File: config.mk
export PLATFORM = sky130hd
export DESIGN_NAME = rc_servo_bank
export DESIGN_NICKNAME = d
export VERILOG_FILES = /design/src/rtl/rc_servo_pkg.sv /design/src/rtl/rc_timebase.sv /design/src/rtl/rc_servo_bank.sv
export SDC_FILE = /design/constraint.sdc
export NUM_CORES = 1
export LEC_CHECK = 0
export ABC_AREA = 1
export BUFFER_PORTS_ARGS = -buffer_cell sky130_fd_sc_hd__buf_2
export CAP_MARGIN = 30
export CORE_UTILIZATION = 60
export CTS_BUF_LIST = sky130_fd_sc_hd__clkbuf_8
export DETAILED_ROUTE_END_ITERATION = 8
export GPL_ROUTABILITY_DRIVEN = 1
export PLACE_DENSITY = 0.78
export SLEW_MARGIN = 20
export SYNTH_ARGS = -nofsm -noshare
export SYNTH_HDL_FRONTEND = slang
export SYNTH_SLANG_ARGS = --single-unit
File: constraint.sdc
create_clock -name clk -period 6.88 [get_ports clk]
set_input_delay 1.376 -clock clk [delete_from_list [all_inputs] [get_ports clk]]
set_output_delay 1.376 -clock clk [all_outputs]
set_load 0.02 [all_outputs]
File: src/rtl/rc_servo_pkg.sv
// Shared constants and helpers for the RC servo pulse generator family.
package rc_servo_pkg;

   localparam int FRAME_US_DEF = 20000;
   localparam int PW_MIN_DEF   = 1000;
   localparam int PW_MAX_DEF   = 2000;
   localparam int PW_DEF_DEF   = 1500;

   function automatic int clog2(input int v);
      int r;
      r = 0;
      while ((1 << r) < v) r++;
      return r;
   endfunction

   function automatic logic [15:0] clamp_pw(input logic [15:0] pw,
                                            input logic [15:0] lo,
                                            input logic [15:0] hi);
      return (pw < lo) ? lo : ((pw > hi) ? hi : pw);
   endfunction

endpackage

File: src/rtl/rc_timebase.sv
// Shared microsecond timebase: clock prescaler plus in-frame microsecond counter.
module rc_timebase
   import rc_servo_pkg::*;
#(
   parameter int DIV      = 50,
   parameter int FRAME_US = FRAME_US_DEF,
   parameter int US_W     = 15
) (
   input  logic            clk,
   input  logic            rst,
   output logic            us_tick,
   output logic            frame_load,
   output logic [US_W-1:0] usec_next
);

   localparam int PS_W = (DIV > 1) ? clog2(DIV) : 1;

   logic [PS_W-1:0] presc;
   logic [US_W-1:0] usec;

   assign us_tick    = (presc == PS_W'(DIV - 1));
   assign frame_load = us_tick && (usec == US_W'(FRAME_US - 1));
   // Only meaningful on us_tick: the microsecond that starts at this edge.
   assign usec_next  = frame_load ? '0 : usec + US_W'(1);

   always_ff @(posedge clk) begin
      if (rst) begin
         presc <= '0;
         usec  <= '0;
      end else if (us_tick) begin
         presc <= '0;
         usec  <= usec_next;
      end else begin
         presc <= presc + PS_W'(1);
      end
   end

endmodule

File: src/rtl/rc_servo_bank.sv
// Multi-channel RC servo pulse generator with frame-synchronous width updates
// and a per-channel silence watchdog that reverts to the failsafe width.
module rc_servo_bank
   import rc_servo_pkg::*;
#(
   parameter int NUM_CH         = 4,
   parameter int SYS_CLK        = 50000000,
   parameter int FRAME_US       = FRAME_US_DEF,
   parameter int PW_MIN         = PW_MIN_DEF,
   parameter int PW_MAX         = PW_MAX_DEF,
   parameter int PW_DEF         = PW_DEF_DEF,
   parameter int TIMEOUT_FRAMES = 50,
   localparam int CH_W          = (NUM_CH > 1) ? clog2(NUM_CH) : 1
) (
   input  logic              clk,
   input  logic              rst,
   input  logic              wr_en,
   input  logic [CH_W-1:0]   wr_ch,
   input  logic [15:0]       wr_pw,
   input  logic [NUM_CH-1:0] ch_en,
   output logic [NUM_CH-1:0] out,
   output logic              frame_start,
   output logic [NUM_CH-1:0] failsafe
);

   localparam int DIV  = SYS_CLK / 1000000;
   localparam int US_W = (FRAME_US > 1) ? clog2(FRAME_US) : 1;
   localparam int WD_W = (TIMEOUT_FRAMES > 0) ? clog2(TIMEOUT_FRAMES + 1) : 1;

   logic            us_tick;
   logic            frame_load;
   logic [US_W-1:0] usec_next;
   logic            wr_ok;
   logic [15:0]     wr_pw_c;

   rc_timebase #(
      .DIV      (DIV),
      .FRAME_US (FRAME_US),
      .US_W     (US_W)
   ) u_timebase (
      .clk        (clk),
      .rst        (rst),
      .us_tick    (us_tick),
      .frame_load (frame_load),
      .usec_next  (usec_next)
   );

   // frame_start marks the clock whose edge loads the active widths, so a
   // write on this same clock lands in shadow only after the load sampled it.
   assign frame_start = frame_load;
   assign wr_ok       = wr_en && (int'(wr_ch) < NUM_CH);
   assign wr_pw_c     = clamp_pw(wr_pw, 16'(PW_MIN), 16'(PW_MAX));

   for (genvar g = 0; g < NUM_CH; g++) begin : g_ch
      logic [15:0] shadow;
      logic [15:0] active;
      logic [15:0] active_next;
      logic        armed;
      logic        armed_next;
      logic        wr_hit;
      logic        wd_expire;
      logic        out_q;
      logic        fs_q;

      assign wr_hit      = wr_ok && (wr_ch == CH_W'(g));
      assign active_next = frame_load ? shadow : active;
      // Armed only at a frame load, so enabling mid-frame never yields a runt pulse.
      assign armed_next  = frame_load ? ch_en[g] : (armed && ch_en[g]);

      always_ff @(posedge clk) begin
         if (rst) begin
            shadow <= 16'(PW_DEF);
            active <= 16'(PW_DEF);
            armed  <= 1'b0;
            out_q  <= 1'b0;
         end else begin
            active <= active_next;
            armed  <= armed_next;
            if (us_tick)
               out_q <= armed_next && (16'(usec_next) < active_next);
            if (wr_hit)
               shadow <= wr_pw_c;
            else if (wd_expire)
               shadow <= 16'(PW_DEF);
         end
      end

      if (TIMEOUT_FRAMES > 0) begin : g_wd
         logic [WD_W-1:0] wdog;

         assign wd_expire = frame_load && !wr_hit && (wdog == WD_W'(TIMEOUT_FRAMES - 1));

         always_ff @(posedge clk) begin
            if (rst) begin
               wdog <= '0;
               fs_q <= 1'b0;
            end else if (wr_hit) begin
               wdog <= '0;
               fs_q <= 1'b0;
            end else if (frame_load && (wdog != WD_W'(TIMEOUT_FRAMES))) begin
               wdog <= wdog + WD_W'(1);
               if (wd_expire)
                  fs_q <= 1'b1;
            end
         end
      end else begin : g_nowd
         assign wd_expire = 1'b0;
         assign fs_q      = 1'b0;
      end

      assign out[g]      = out_q;
      assign failsafe[g] = fs_q;
   end

endmodule

==> results.sh <==
export IMPL_final_layout_size_suffix_gt1_frac=0.08507
export IMPL_place_port_buffers=33
export IMPL_crit_reg2reg_launch="u_timebase.presc[1]"
export IMPL_achievable_frequency_mhz=260.4
export IMPL_cp_end_kind="primary output"
export IMPL_most_used_cells_in_the_layout_excluding_fill_and_tap_cells="226 x sky130_fd_sc_hd__nand2_1, 185 x sky130_fd_sc_hd__dfxtp_1, 124 x sky130_fd_sc_hd__nor2_1, 124 x sky130_fd_sc_hd__inv_1, 95 x sky130_fd_sc_hd__a21oi_1"
export IMPL_chipHeight_um=122.8
export IMPL_clkTransAtPathRegs_ps=90
export IMPL_crit_path_cell_trace="inv_1, ha_1, nand3_1, nor2_4, nand3_4, clkinv_1, buf_2"
export IMPL_tightest_slew_ps=978.5
export IMPL_clock_tree_buffer_depth=2
export IMPL_place_gp_congestion=0.8953
export IMPL_hold_path_startpoint="g_ch[3].shadow[15]"
export IMPL_synth_enable_flop_cells=0
export IMPL_grt_use_total=0.2708
export IMPL_worst_setup_path_startpoint="u_timebase.presc[1]"
export IMPL_most_common_cell_after_layout_fill_and_taps_aside="sky130_fd_sc_hd__nand2_1"
export IMPL_report_final_setup_viol=0
export IMPL_leakagePower_nw=4.240
export IMPL_num_io_pins=34
export IMPL_post_cts_setup_buffers=0
export IMPL_total_wirelength_um=19000
export IMPL_report_final_hold_viol_count=0
export IMPL_hold_worst_slack_ps=445.5
export IMPL_maximum_number_of_pins_on_one_net_before_global_route_repair=67
export IMPL_final_antenna_net_count=0
export IMPL_timing_critical_path_required_ps=5500
export IMPL_routed_wire_length_per_instance_um=14.26
export IMPL_core_area_um2=14040
export IMPL_synth_lib_cells_used_distinct=41
export IMPL_cpMaxStageDelayCell="sky130_fd_sc_hd__clkinv_1"
export IMPL_cells_after_synth=1118
export IMPL_die_area_um2=15080
export IMPL_tritoncts_clock_tree="done"
export IMPL_multiInputGateArea_um2=4372
export IMPL_postLayoutCellArea_um2=9371
export IMPL_synth_largest_type_area_fraction=0.4230
export IMPL_clock_skew_final_ps=12.40
export IMPL_drt_iter0_drc=487
export IMPL_global_route_wire_length_before_repair_um=31270
export IMPL_yosys_area_top_type="sky130_fd_sc_hd__dfxtp_1"
export IMPL_cts_inserted_buffers=17
export IMPL_drv_slew=0
export IMPL_clockRootBuffer="sky130_fd_sc_hd__clkbuf_8"
export IMPL_critical_path_max_stage_delay_ps=510
export IMPL_max_slew_margin_rel=0.3477
export IMPL_row_count=43
export IMPL_dpl_hpwl_um=14200
export IMPL_yosys_warnings=0
export IMPL_areaGrowthSynthToFinish_pct=7.031
export IMPL_rsz0062_at_grt="false"
export IMPL_grt_overflow=0
export IMPL_setup_tns_final_ps=0
export IMPL_vias_in_the_first_global_route=6564
export IMPL_fillerInstances=1187
export IMPL_detail_route_vias_per_cell=5.378
export IMPL_layout_nets=1235
export IMPL_via_count=7164
export IMPL_arrival_ps=2460
export IMPL_syn_cell_area_um2=8756
export IMPL_syn_area_per_cell_um2=7.832
export IMPL_synth_seq_area_share=0.4230
export IMPL_effective_utilization_at_floorplan=0.6235
export IMPL_synth_area_leaders="sky130_fd_sc_hd__dfxtp_1 42%, sky130_fd_sc_hd__ha_1 10%, sky130_fd_sc_hd__nand2_1 9.7%"
export IMPL_firstDrtPassIters=7
export IMPL_postCtsResizedCells=0
export IMPL_die_width_um=122.8
export IMPL_antenna_cells_inserted=0
export IMPL_cts_sinks=185
export IMPL_path_max_fanout=30
export IMPL_dpl_cell_area_um2=8995
export IMPL_number_of_antenna_violations_at_the_first_check_in_global_routing=0
export IMPL_hold_buffers=0
export IMPL_cts_htree_levels=4
export IMPL_asyncSetResetFlopFracSynth=0
export IMPL_startpoint_type="flop"
export IMPL_remaining_drc_errors=0
export IMPL_postSynth_topFlopCell="sky130_fd_sc_hd__dfxtp_1"
export IMPL_final_period_minus_worst_setup_slack_ps=3841
export IMPL_finalCritPeriodShare=0.5582
export IMPL_ys_ff_latch=185
export IMPL_syn_nets=1214
export IMPL_min_delay_path_class="reg2reg"
export IMPL_outcome="completed"
export IMPL_final_seq_area_um2=3704
export IMPL_clock_insertion_delay_at_the_later_pin_of_the_skew_report_ps=460
export IMPL_drv_max_cap_violation_count=0
export IMPL_power_per_cell_area_nw_per_um2=195.5
export IMPL_critPathKind="reg2out"
export IMPL_peakVddDrop_mv=0.1507
## critical path: cells and delay by family (launching register included)
kind / cells / cell delay (ps)
AND/OR/NAND/NOR: 3 / 580
flip-flops: 1 / 360
buffers and inverters: 3 / 870
adder cells (fa/ha/maj): 1 / 170
## worst paths after layout
check,slack [ps],endpoint,cells past startpoint
worst min register to register,450,g_ch[3].shadow[15],2
worst min-delay path,450,g_ch[3].shadow[15],2
worst max register to register,3370,g_ch[2].out_q,18
worst max-delay path,3040,frame_start,7
## per-layer routing
layer	up-vias	GRT usage	wire length, um
li1	3699	-	-
met4	0	0.06784	248
met2	162	0.4554	8873
met1	3289	0.3528	8989
met3	14	0.05623	888
met5	-	0	0
## stage by stage
step / worst slack [ps] / instances / util / power, mW
2_1_floorplan: 4135 / 1118 / - / 1.148
3_3_place_gp: 3350 / 1299 / 0.6406 / 1.171
3_5_place_dp: 3358 / 1299 / 0.6406 / 1.172
4_1_cts: 3001 / 1331 / 0.6668 / 1.840
5_1_grt: 2857 / 1332 / 0.6674 / 1.893
6_report: 3039 / 1332 / 0.6674 / 1.832
## cell usage after synthesis (all sizes together), types with 2 or more instances
| cell | instances |
|---|---|
| ha | 71 |
| clkbuf | 19 |
| inv | 124 |
| nand3 | 37 |
| buf | 18 |
| or2 | 5 |
| dfxtp | 185 |
| o21ai | 50 |
| o22ai | 12 |
| nor3 | 46 |
| xor2 | 3 |
| a31oi | 4 |
| a211oi | 8 |
| o211ai | 7 |
| a21oi | 95 |
| nor3b | 3 |
| nand2 | 234 |
| or3 | 3 |
| nor4 | 2 |
| nand4 | 9 |
| nor2 | 131 |
| o21bai | 2 |
| mux2i | 39 |
| clkinv | 7 |
## area by class of cell
class	count	area share
multi-input combinational	765	0.4665
sequential	185	0.3952
inverter	131	0.05247
clock buffer	19	0.02790
tap	180	0.02403
timing repair buffer	39	0.02243
clock inverter	13	0.01148
## sequential cells by signal (all words and copies together) (netlist names)
signal	count
g_ch.active	64
g_ch.shadow	64
g_ch.g_wd.wdog	24
u_timebase.usec	15
u_timebase.presc	6
g_ch.armed	4
g_ch.fs_q	4
g_ch.out_q	4
## report_power, final
part,switching [mW],internal (mW)
clock,0.382,0.302
combinational,0.0429,0.0170
sequential,0.00703,1.08
## kinds of logic (layout without fill, tap and decap cells)
logic type | after synthesis | count (layout) | synth area share
mux | 39 | 39 | 0.04458
fa+ha+maj | 71 | 71 | 0.1015
buf+inv | 168 | 202 | 0.07774
xor+xnor | 4 | 4 | 0.004002
flops | 185 | 185 | 0.4230
compound gates | 180 | 180 | 0.1122
simple gates | 471 | 471 | 0.2371
Note: power is estimated with default switching activity, not from simulation.
